**src/rtl/iiitb_seq_8by4_div_pkg.sv**
```systemverilog
// Shared definitions for the sequential signed divider: default widths,
// FSM state type and the iteration-counter width.
package iiitb_seq_8by4_div_pkg;

  // Default dividend/quotient width.
  localparam int DEF_DW = 8;

  // Default divisor/remainder width.
  localparam int DEF_VW = 4;

  // Bits needed for a counter that has to reach the given iteration count.
  function automatic int cntWidth(input int iters);
    return $clog2(iters + 1);
  endfunction

  // Iteration-counter width for the default dividend width.
  localparam int CNT_W = cntWidth(DEF_DW);

  // Divider control states: idle, restoring iterations, sign fix-up.
  typedef enum logic [1:0] {
    IDLE = 2'd0,
    CALC = 2'd1,
    FIX  = 2'd2
  } divState_t;

endpackage

```
**src/rtl/iiitb_seq_8by4_div_if.sv**
```systemverilog
// Operand/result bundle of the divider. The master issues load/D/M and
// receives the registered quotient, remainder and status flags.
interface iiitb_seq_8by4_div_if
  import iiitb_seq_8by4_div_pkg::*;
#(
  parameter int DW = DEF_DW,
  parameter int VW = DEF_VW
);

  logic          load;
  logic [DW-1:0] D;
  logic [VW-1:0] M;
  logic [DW-1:0] Q;
  logic [VW-1:0] R;
  logic          busy;
  logic          done;
  logic          dbz;
  logic          ovf;

  modport master (
    output load, D, M,
    input  Q, R, busy, done, dbz, ovf
  );

  modport slave (
    input  load, D, M,
    output Q, R, busy, done, dbz, ovf
  );

endinterface

```
**src/rtl/iiitb_div_abs.sv**
```systemverilog
// Two's-complement conditional negate. Used both to take operand
// magnitudes (i_neg = sign bit) and to re-apply signs to the results.
// The output may be narrower than the input when the caller knows the
// value fits; the negate is done at the wider of the two widths.
module iiitb_div_abs #(
  parameter int W  = 8,
  parameter int OW = W
) (
  input  logic [W-1:0]  i_val,
  input  logic          i_neg,
  output logic [OW-1:0] o_val
);

  localparam int EW = (W > OW) ? W : OW;

  assign o_val = OW'(i_neg ? (~EW'(i_val) + EW'(1)) : EW'(i_val));

endmodule

```
**src/rtl/iiitb_seq_8by4_div.sv**
```systemverilog
// Sequential signed divider: operands are reduced to magnitudes, divided
// by DW unsigned restoring steps, then the signs are restored so that the
// quotient truncates toward zero and the remainder follows the dividend.
module iiitb_seq_8by4_div
  import iiitb_seq_8by4_div_pkg::*;
#(
  parameter int DW = DEF_DW,
  parameter int VW = DEF_VW
) (
  input logic                  clk,
  input logic                  reset,
  iiitb_seq_8by4_div_if.slave  bus
);

  localparam int CW = cntWidth(DW);

  divState_t     r_state;
  logic [CW-1:0] r_cnt;
  logic [DW-1:0] r_quo;
  logic [VW:0]   r_rem;
  logic [VW:0]   r_mag;
  logic          r_negQ;
  logic          r_negR;
  logic          r_zero;
  logic [DW-1:0] r_Q;
  logic [VW-1:0] r_R;
  logic          r_busy;
  logic          r_done;
  logic          r_dbz;
  logic          r_ovf;

  logic [DW-1:0] w_absD;
  logic [VW:0]   w_mExt;
  logic [VW:0]   w_absM;
  logic [VW+1:0] w_part;
  logic [VW+1:0] w_diff;
  logic [DW-1:0] w_fixQ;
  logic [VW-1:0] w_fixR;
  logic          w_mZero;
  logic          w_ovf;

  // The divisor is sign-extended one bit so that |-2^(VW-1)| is representable.
  assign w_mExt  = {bus.M[VW-1], bus.M};
  assign w_mZero = (bus.M == '0);

  iiitb_div_abs #(.W(DW), .OW(DW)) u_absD (
    .i_val (bus.D),
    .i_neg (bus.D[DW-1]),
    .o_val (w_absD)
  );

  iiitb_div_abs #(.W(VW + 1), .OW(VW + 1)) u_absM (
    .i_val (w_mExt),
    .i_neg (bus.M[VW-1]),
    .o_val (w_absM)
  );

  // Partial remainder shifted left with the next dividend bit; the extra top
  // bit keeps the trial subtraction's borrow visible in w_diff.
  assign w_part = {r_rem, r_quo[DW-1]};
  assign w_diff = w_part - {1'b0, r_mag};

  iiitb_div_abs #(.W(DW), .OW(DW)) u_fixQ (
    .i_val (r_quo),
    .i_neg (r_negQ),
    .o_val (w_fixQ)
  );

  iiitb_div_abs #(.W(VW + 1), .OW(VW)) u_fixR (
    .i_val (r_rem),
    .i_neg (r_negR),
    .o_val (w_fixR)
  );

  // A positive quotient whose magnitude needs the top bit cannot be represented.
  assign w_ovf = !r_negQ && r_quo[DW-1];

  // Control FSM with the datapath and all registered outputs.
  always_ff @(posedge clk or negedge reset) begin
    if (!reset) begin
      r_state <= IDLE;
      r_cnt   <= '0;
      r_quo   <= '0;
      r_rem   <= '0;
      r_mag   <= '0;
      r_negQ  <= 1'b0;
      r_negR  <= 1'b0;
      r_zero  <= 1'b0;
      r_Q     <= '0;
      r_R     <= '0;
      r_busy  <= 1'b0;
      r_done  <= 1'b0;
      r_dbz   <= 1'b0;
      r_ovf   <= 1'b0;
    end else begin
      r_done <= 1'b0;
      unique case (r_state)
        IDLE: begin
          if (bus.load) begin
            r_quo   <= w_absD;
            r_rem   <= '0;
            r_mag   <= w_absM;
            r_negR  <= bus.D[DW-1];
            r_negQ  <= bus.D[DW-1] ^ bus.M[VW-1];
            r_zero  <= w_mZero;
            r_cnt   <= '0;
            r_busy  <= 1'b1;
            r_state <= w_mZero ? FIX : CALC;
          end
        end
        CALC: begin
          if (w_diff[VW+1]) begin
            r_rem <= w_part[VW:0];
            r_quo <= {r_quo[DW-2:0], 1'b0};
          end else begin
            r_rem <= w_diff[VW:0];
            r_quo <= {r_quo[DW-2:0], 1'b1};
          end
          if (r_cnt == CW'(DW - 1)) begin
            r_state <= FIX;
          end else begin
            r_cnt <= r_cnt + CW'(1);
          end
        end
        FIX: begin
          r_busy  <= 1'b0;
          r_done  <= 1'b1;
          r_state <= IDLE;
          if (r_zero) begin
            r_Q   <= '0;
            r_R   <= '0;
            r_dbz <= 1'b1;
            r_ovf <= 1'b0;
          end else if (w_ovf) begin
            r_Q   <= {1'b1, {(DW-1){1'b0}}};
            r_R   <= '0;
            r_dbz <= 1'b0;
            r_ovf <= 1'b1;
          end else begin
            r_Q   <= w_fixQ;
            r_R   <= w_fixR;
            r_dbz <= 1'b0;
            r_ovf <= 1'b0;
          end
        end
        default: r_state <= IDLE;
      endcase
    end
  end

  assign bus.Q    = r_Q;
  assign bus.R    = r_R;
  assign bus.busy = r_busy;
  assign bus.done = r_done;
  assign bus.dbz  = r_dbz;
  assign bus.ovf  = r_ovf;

endmodule

```
**src/flat_wrapper.sv**
```systemverilog
// flat-port wrapper written by rule: the top's interface ports become plain ports
module iiitb_seq_8by4_div_flat import iiitb_seq_8by4_div_pkg::*;
#(
  parameter int DW = DEF_DW,
  parameter int VW = DEF_VW
)
  (clk, reset, bus_load, bus_D, bus_M, bus_Q, bus_R, bus_busy, bus_done, bus_dbz, bus_ovf);
  iiitb_seq_8by4_div_if #(.DW(DW), .VW(VW)) bus_i ();
  input logic clk;
  input logic reset;
  input wire logic [$bits(bus_i.load)-1:0] bus_load;
  input wire logic [$bits(bus_i.D)-1:0] bus_D;
  input wire logic [$bits(bus_i.M)-1:0] bus_M;
  output wire logic [$bits(bus_i.Q)-1:0] bus_Q;
  output wire logic [$bits(bus_i.R)-1:0] bus_R;
  output wire logic [$bits(bus_i.busy)-1:0] bus_busy;
  output wire logic [$bits(bus_i.done)-1:0] bus_done;
  output wire logic [$bits(bus_i.dbz)-1:0] bus_dbz;
  output wire logic [$bits(bus_i.ovf)-1:0] bus_ovf;
  assign bus_i.load = bus_load;
  assign bus_i.D = bus_D;
  assign bus_i.M = bus_M;
  assign bus_Q = bus_i.Q;
  assign bus_R = bus_i.R;
  assign bus_busy = bus_i.busy;
  assign bus_done = bus_i.done;
  assign bus_dbz = bus_i.dbz;
  assign bus_ovf = bus_i.ovf;
  iiitb_seq_8by4_div #(.DW(DW), .VW(VW)) u_core (.clk(clk), .reset(reset), .bus(bus_i));
endmodule
```
**config.mk**
```make
export PLATFORM = sky130hd
export DESIGN_NAME = iiitb_seq_8by4_div_flat
export DESIGN_NICKNAME = d
export VERILOG_FILES = /design/src/rtl/iiitb_seq_8by4_div_pkg.sv /design/src/rtl/iiitb_seq_8by4_div_if.sv /design/src/rtl/iiitb_div_abs.sv /design/src/rtl/iiitb_seq_8by4_div.sv /design/src/flat_wrapper.sv
export SDC_FILE = /design/constraint.sdc
export NUM_CORES = 1
export LEC_CHECK = 0
export CORE_ASPECT_RATIO = 0.5
export CORE_MARGIN = 2
export CORE_UTILIZATION = 40
export DETAILED_ROUTE_END_ITERATION = 8
export DONT_BUFFER_PORTS = 1
export SLEW_MARGIN = 20
export SYNTH_ARGS = -nofsm -noshare
export SYNTH_HDL_FRONTEND = slang
export SYNTH_SLANG_ARGS = --single-unit
```
**constraint.sdc**
```tcl
create_clock -name clk -period 4.8 [get_ports clk]
set_input_delay 0.96 -clock clk [delete_from_list [all_inputs] [get_ports clk]]
set_output_delay 0.96 -clock clk [all_outputs]
set_load 0.03 [all_outputs]
```
==> results of run 1 <==
per-stage QoR:
| step | hold slack (ps) | instance area [um^2] | setup WS (ps) |
|---|---|---|---|
| 2_1_floorplan | 450 | 2450 | 2880 |
| 3_3_place_gp | 465 | 2510 | 2630 |
| 3_5_place_dp | 491 | 2510 | 2610 |
| 4_1_cts | 361 | 2700 | 2740 |
| 5_1_grt | 355 | 2700 | 2490 |
| 6_report | 361 | 2700 | 2740 |
cell usage after synthesis (3+ instances only):
cell type	count	area (um^2)
o31ai_1	3	22.5
a22oi_1	3	22.5
nor2_1	13	48.8
o2111ai_1	5	43.8
buf_2	5	25.0
o21ai_0	32	160
a21oi_1	5	25.0
clkbuf_1	5	18.8
nand2b_1	8	50.1
nor2b_1	5	31.3
inv_1	21	78.8
nand2_1	38	143
mux2i_1	3	30.0
nor3_1	4	20.0
xor2_1	4	35.0
ha_1	10	125
dfrtp_1	43	1080
nand3_1	4	20.0
a31oi_1	3	18.8
o311ai_2	4	65.1
xnor2_1	12	105
placed cells by master, fill, tap and decap left out, drive strengths merged, types with 2 or more instances in the layout:
cell type	count
nand2b	8
nand2	38
nor2b	5
a22oi	3
o41ai	2
o2111ai	5
nor2	13
o311ai	4
mux2i	3
dfrtp	43
o211ai	2
xnor2	12
nor3b	2
or3	2
o21ai	34
a31oi	3
clkbuf	6
inv	21
o31ai	4
a21oi	5
xor2	4
nor3	4
and2	2
bufinv	2
nand3	4
ha	10
a221oi	2
nor4	2
registers in the layout, indices dropped and copies added, names as in the netlist:
signal / count
u_core.r_quo: 8
u_core.r_negR: 1
u_core.bus.ovf: 1
u_core.r_negQ: 1
u_core.r_cnt: 4
u_core.bus.done: 1
u_core.bus.dbz: 1
u_core.r_mag: 5
u_core.bus.R: 4
u_core.bus.busy: 1
u_core.r_rem: 5
u_core.r_zero: 1
u_core.r_state: 2
u_core.bus.Q: 8
routing by layer:
layer	vias up	part of all wire, %	track usage (%)
met2	57	42	25.8
met3	6	6.2	3.78
met1	881	51	24.8
met5	-	0	0
met4	0	0.85	5.57
li1	908	-	-
worst max-delay path: cells and delay by family, from the launching register on:
kind	cells	cell delay (ps)
DFF	1	510
AOI/OAI and AO/OA	2	450
and+or+nand+nor	2	1020
area by class of cell:
type | instances | share of cell area [%]
Sequential cell | 43 | 39.9
Timing Repair Buffer | 1 | 0.279
Inverter | 21 | 2.92
Tap cell | 77 | 3.57
Multi-Input combinational cell | 186 | 46.3
Clock buffer | 6 | 4.78
Clock inverter | 2 | 2.23
worst paths after layout:
path | to | slack (ps) | depth (start not counted)
max | u_core.r_cnt[3] | 2740 | 4
min | u_core.r_mag[4] | 360 | 0
max reg2reg | u_core.r_cnt[3] | 2740 | 4
min reg2reg | u_core.bus.Q[7] | 500 | 1
max in group asynchronous | u_core.r_quo[5] | 4350 | 0
min in group clk | u_core.bus.Q[7] | 500 | 1
cell families after synthesis:
family | synth area share (%)
AND/OR/NAND/NOR | 16.5
AO/OA/AOI/OAI | 21.6
flip-flops | 44.0
buffers and inverters | 5.01
XOR/XNOR | 5.73
adder cells (fa/ha/maj) | 5.93
multiplexers | 1.23
power by group through the flow:
| stage | Clock, mW | Sequential, mW | Combinational [mW] |
|---|---|---|---|
| 4_1_cts | 0.448 | 0.781 | 0.868 |
| 2_1_floorplan | 0 | 0.718 | 0.734 |
| 3_3_place_gp | 0 | 0.783 | 0.841 |
| 5_1_grt | 0.464 | 0.806 | 0.978 |
| 6_report | 0.443 | 0.778 | 0.868 |
| 3_5_place_dp | 0 | 0.787 | 0.864 |
==> parameters.txt, run 1 <==
Parameter                              Value

Run status
  Result of the run    finished clean

Power and ir drop
  Share of power burned in combinational logic    41.5%
  Leakage    between 1 and 1.5 nW
  Net switching power figure    914 uW
  Pwr Total    around 2.1 mW
  Sequential fraction of design power    37.2%
  Proportion of power drawn by the clock network    between 20% and 30%
  Worst ir drop on vdd    0.218 mV
  Power density over cell area    775 nW/um^2
  Switching Fraction    roughly 44%
  Internal power    1.17 mW

Place
  Routability congestion estimate from global placement    0.854
  Number of instances in the placed design    328
  Count of input and output buffers    0
  HPWL Detailed    3.93 mm

Clock tree
  Post-cts repair resize count    0
  Post-CTS Setup Inserts    0
  Number of buffers inserted during clock tree synthesis    5
  Clock insertion delay at the later pin of the skew report    290 ps
  Clock root buffer master    clkbuf_16
  CTS hold repair buffers    0
  CTS tree    yes
  Num Clock Sinks    43
  Maximum buffer depth of the clock tree    2
  Max H-tree Level    2
  Register clock-pin slew on the reported worst setup and hold paths    60 ps

Timing
  Hold Vio Cnt, Final    0
  Worst rel slew slack    50.6%
  Period Utilization, post-route    42.9%
  Final TNS setup    0 ps
  Count of endpoints failing setup in the final report    0
  Worst clock skew on the final layout    3.83 ps
  Final slew viol count    0
  Measured slew at the worst slew-check pin    742 ps
  Maximum operating frequency    485 MHz
  Setup repair after global routing missed its margin    false
  Post-layout min period    2060 ps

Yosys
  Async set-or-reset flop fraction in the synthesized netlist    100%
  Number of unique standard cell types used by synthesis    45
  Net count of the mapped netlist    286
  Post-synthesis sequential element count    43
  EDFF count, synth    0
  Combined area of all synthesized cells    2450 um^2
  Part of the Yosys area used for sequential elements    44.0%
  Cells after Synth    260
  Main flop type after synthesis    dfrtp_1
  Total number of yosys warnings    0
  Average size of a mapped cell    9.41 um^2

Final layout
  Area of the multi-input gates    1250 um^2
  Core occupancy in the finished layout    a little under half
  Diodes inserted    0
  Ratio of cells with drive above 1 in the final layout    7.34%
  # fillers    ~570
  Relative area change from synthesis to final layout    10.2%
  Final nets    around 280
  Footprint of the flip-flops and latches    between 1000 and 1500 um^2
  Number of standard cells in the layout, taps in and fillers out    336

Flow run
  Max-Cap Viols    0

Floorplanning
  Full die area    6790 um^2
  Rows    20
  Die Ht    59.3 um
  Core ar.    5980 um^2
  Num ports    31
  Initial standard-cell utilization of the core    40.9%
  Width of the chip    around 110 um

Detailed routing
  Routed Antenna Nets    0
  First DRT Iteration DRCs    187
  Final Routed Wirelength    between 5 and 6 mm
  DRC violation count after routing    0
  Drt first pass iters    4
  Via count of the routed design    1852
  Routed length per placed instance    16.0 um
  Drt via density    5.51

Setup path
  Critical path launch point type    flop
  Endpoint type of the worst setup path    flop
  Crit path max fanout    11
  Beginning of the worst register-to-register path    u_core.r_state[0]
  Worst setup path startpoint    u_core.r_state[0]
  Delay contributed by the slowest stage of the critical path    600 ps
  Cell chain of the critical path    nor2b_1 -> o21ai_1 -> or3_1 -> a21oi_1
  Setup CP Type    flop to flop
  Data arrival time of the worst path    2270 ps
  Library cell contributing the largest single delay on the critical path    nor2b_1
  Worst endpoint required time    ~5000 ps

GRT
  Number of global-route vias before repair    about 1800
  Number of antenna violations at the first check in global routing    0
  Total grt overflow    0
  Total routing resource utilization after global routing    17.1%
  First-pass GRT wire length    8.94 mm
  Largest net degree at the start of global routing    44

Min path
  Hold WC Path Type    input port to async pin
Power figures use the tool's default switching activity.
==> inputs of run 2 (changes only) <==
==> constraint.sdc (replaced) <==
create_clock -name clk -period 2.1 [get_ports clk]
set_input_delay 0.42 -clock clk [delete_from_list [all_inputs] [get_ports clk]]
set_output_delay 0.42 -clock clk [all_outputs]
set_load 0.03 [all_outputs]
==> parameters.txt, run 2 (synthesized netlist as in run 1, its figures left out) <==
Parameter                              Value

Place
  Area after detailed placement    2560 um^2
  Count of input and output buffers    0
  Routability congestion estimate from global placement    about 0.83
  Number of instances in the placed design    335
  Post-placement worst setup slack    124 ps
  HPWL Detailed    between 3 and 4 mm

Final layout
  Most common cell after layout, fill and taps aside    dfrtp_1
  Post-route cell area    approximately 2800 um^2
  Diodes inserted    0
  Relative area change from synthesis to final layout    12.7%
  Number of standard cells in the layout, taps in and fillers out    345
  Commonest cells after routing, fill and taps aside    dfrtp_1, nand2_1, o21ai_0
  Final nets    between 200 and 300
  Core occupancy in the finished layout    between 40% and 50%
  Ratio of cells with drive above 1 in the final layout    10.4%

Floorplanning
  Core ar.    5980 um^2
  Num ports    31
  Width of the chip    between 100 and 150 um
  Full die area    ~6800 um^2
  Die Ht    59.3 um
  Rows    20
  Initial standard-cell utilization of the core    about two fifths

Detailed routing
  Amount of wire on met3 after detailed routing    254 um
  Routed Antenna Nets    0
  Via count of the routed design    1863
  Met1 WL    2.77 mm
  Amount of wire on met2 after detailed routing    around 2.2 mm
  Final Routed Wirelength    5.29 mm
  First DRT Iteration DRCs    140
  Routed length per placed instance    15.3 um
  DRC violation count after routing    0
  Top Layer Used    met4
  Drt via density    approximately 5.4
  Drt first pass iters    4

Setup path
  Endpoint type of the worst setup path    flop
  Worst endpoint required time    2250 ps
  R2R cell count    6
  Crit path max fanout    6
  Setup CP Type    flop to flop
  Critical path launch point type    flop
  Data arrival time of the worst path    2060 ps

GRT
  First-pass GRT wire length    8.84 mm
  Number of antenna violations at the first check in global routing    0
  Number of global-route vias before repair    1860
  Largest net degree at the start of global routing    44
  Total grt overflow    0
  Total routing resource utilization after global routing    roughly 17%

Clock tree
  Max H-tree Level    2
  Register clock-pin slew on the reported worst setup and hold paths    60 ps
  Num Clock Sinks    43
  Clock root buffer master    clkbuf_16
  Post-CTS Setup Inserts    0
  Post-cts repair resize count    0
  CTS tree    yes
  Clock insertion delay at the later pin of the skew report    290 ps
  Number of buffers inserted during clock tree synthesis    5
  Maximum buffer depth of the clock tree    2

Timing
  Fin Hold WS    305 ps
  Worst rel slew slack    between 40% and 50%
  Final worst-path setup slack    182 ps
  Worst clock skew on the final layout    6.44 ps
  Hold Vio Cnt, Final    0
  Measured slew at the worst slew-check pin    around 750 ps
  Setup repair after global routing missed its margin    false
  Period Utilization, post-route    91.3%
  Final slew viol count    0
  Count of endpoints failing setup in the final report    0
  Final TNS setup    0 ps
  Post-layout min period    1920 ps
  Maximum operating frequency    521 MHz

Min path
  Hold WC Path Type    input port to flop
  Depth of the worst hold-timing path    2

Power and ir drop
  Pwr Total    approximately 4.7 mW
  Power density over cell area    1710 nW/um^2
  Worst ir drop on vdd    0.474 mV
  Leakage    1.20 nW

Flow run
  Max-Cap Viols    0

Run status
  Result of the run    finished clean
[run 2: cell count changes in the layout (fill, tap and decap cells not counted), sizes merged]
| cell | previous run | this run |
|---|---|---|
| buf | 1 | 9 |
| bufinv | 2 | 1 |
| clkbuf | 6 | 5 |
| clkinv | 0 | 2 |
| dlygate4sd3 | 0 | 1 |
[run 2: final cells by class]
| cell class | count | area (um^2) |
|---|---|---|
| Clock buffer | 5 | 125 |
| Inverter | 21 | 78.8 |
| Sequential cell | 43 | 1080 |
| Timing Repair Buffer | 10 | 90.1 |
| Clock inverter | 3 | 43.8 |
| Tap cell | 77 | 96.3 |
| Multi-Input combinational cell | 186 | 1250 |
| Fill cell | 585 | 3220 |
[run 2: timing repair]
action                                  4_1_cts  5_1_grt
endpoints found under the setup margin        0        2
endpoints found under the hold margin        43        0
hold buffers                                  2        0
[run 2: report_power, final]
group / total, mW / switching, mW / internal, mW
clock: 0.880 / 0.319 / 0.561
sequential: 1.74 / 0.566 / 1.17
combinational: 2.10 / 1.20 / 0.899
[run 2: worst paths after layout]
path                            startpoint              end  slack (ps)
max                        u_core.r_mag[4]  u_core.r_rem[2]         180
min                               bus_M[0]  u_core.r_mag[0]         300
max reg2reg                u_core.r_mag[4]  u_core.r_rem[2]         180
min reg2reg                  u_core.r_zero  u_core.bus.Q[7]         490
max in group asynchronous            reset  u_core.bus.Q[7]        1300
min in group asynchronous            reset  u_core.r_rem[2]         590
[run 2: routing by layer]
layer	GRT usage, %	up-vias
met4	3.66	0
li1	-	925
met3	5.42	6
met1	23.8	888
met2	26.0	44
met5	0	-
[run 2: worst max-delay path: stages (launching register included)]
cell and delay (ps):
dfrtp_1 360, inv_1 110, ha_1 290, and3b_1 190, a211oi_2 410, o211a_4 300, o211ai_1 130
==> inputs of run 3 (changes only) <==
--- a/config.mk
+++ b/config.mk
@@ -10,7 +10,6 @@
 export CORE_UTILIZATION = 40
 export DETAILED_ROUTE_END_ITERATION = 8
 export DONT_BUFFER_PORTS = 1
-export SLEW_MARGIN = 20
 export SYNTH_ARGS = -nofsm -noshare
 export SYNTH_HDL_FRONTEND = slang
 export SYNTH_SLANG_ARGS = --single-unit
==> results of run 3 <==
Final layout, timing and power as in run 2 (identical DEF).
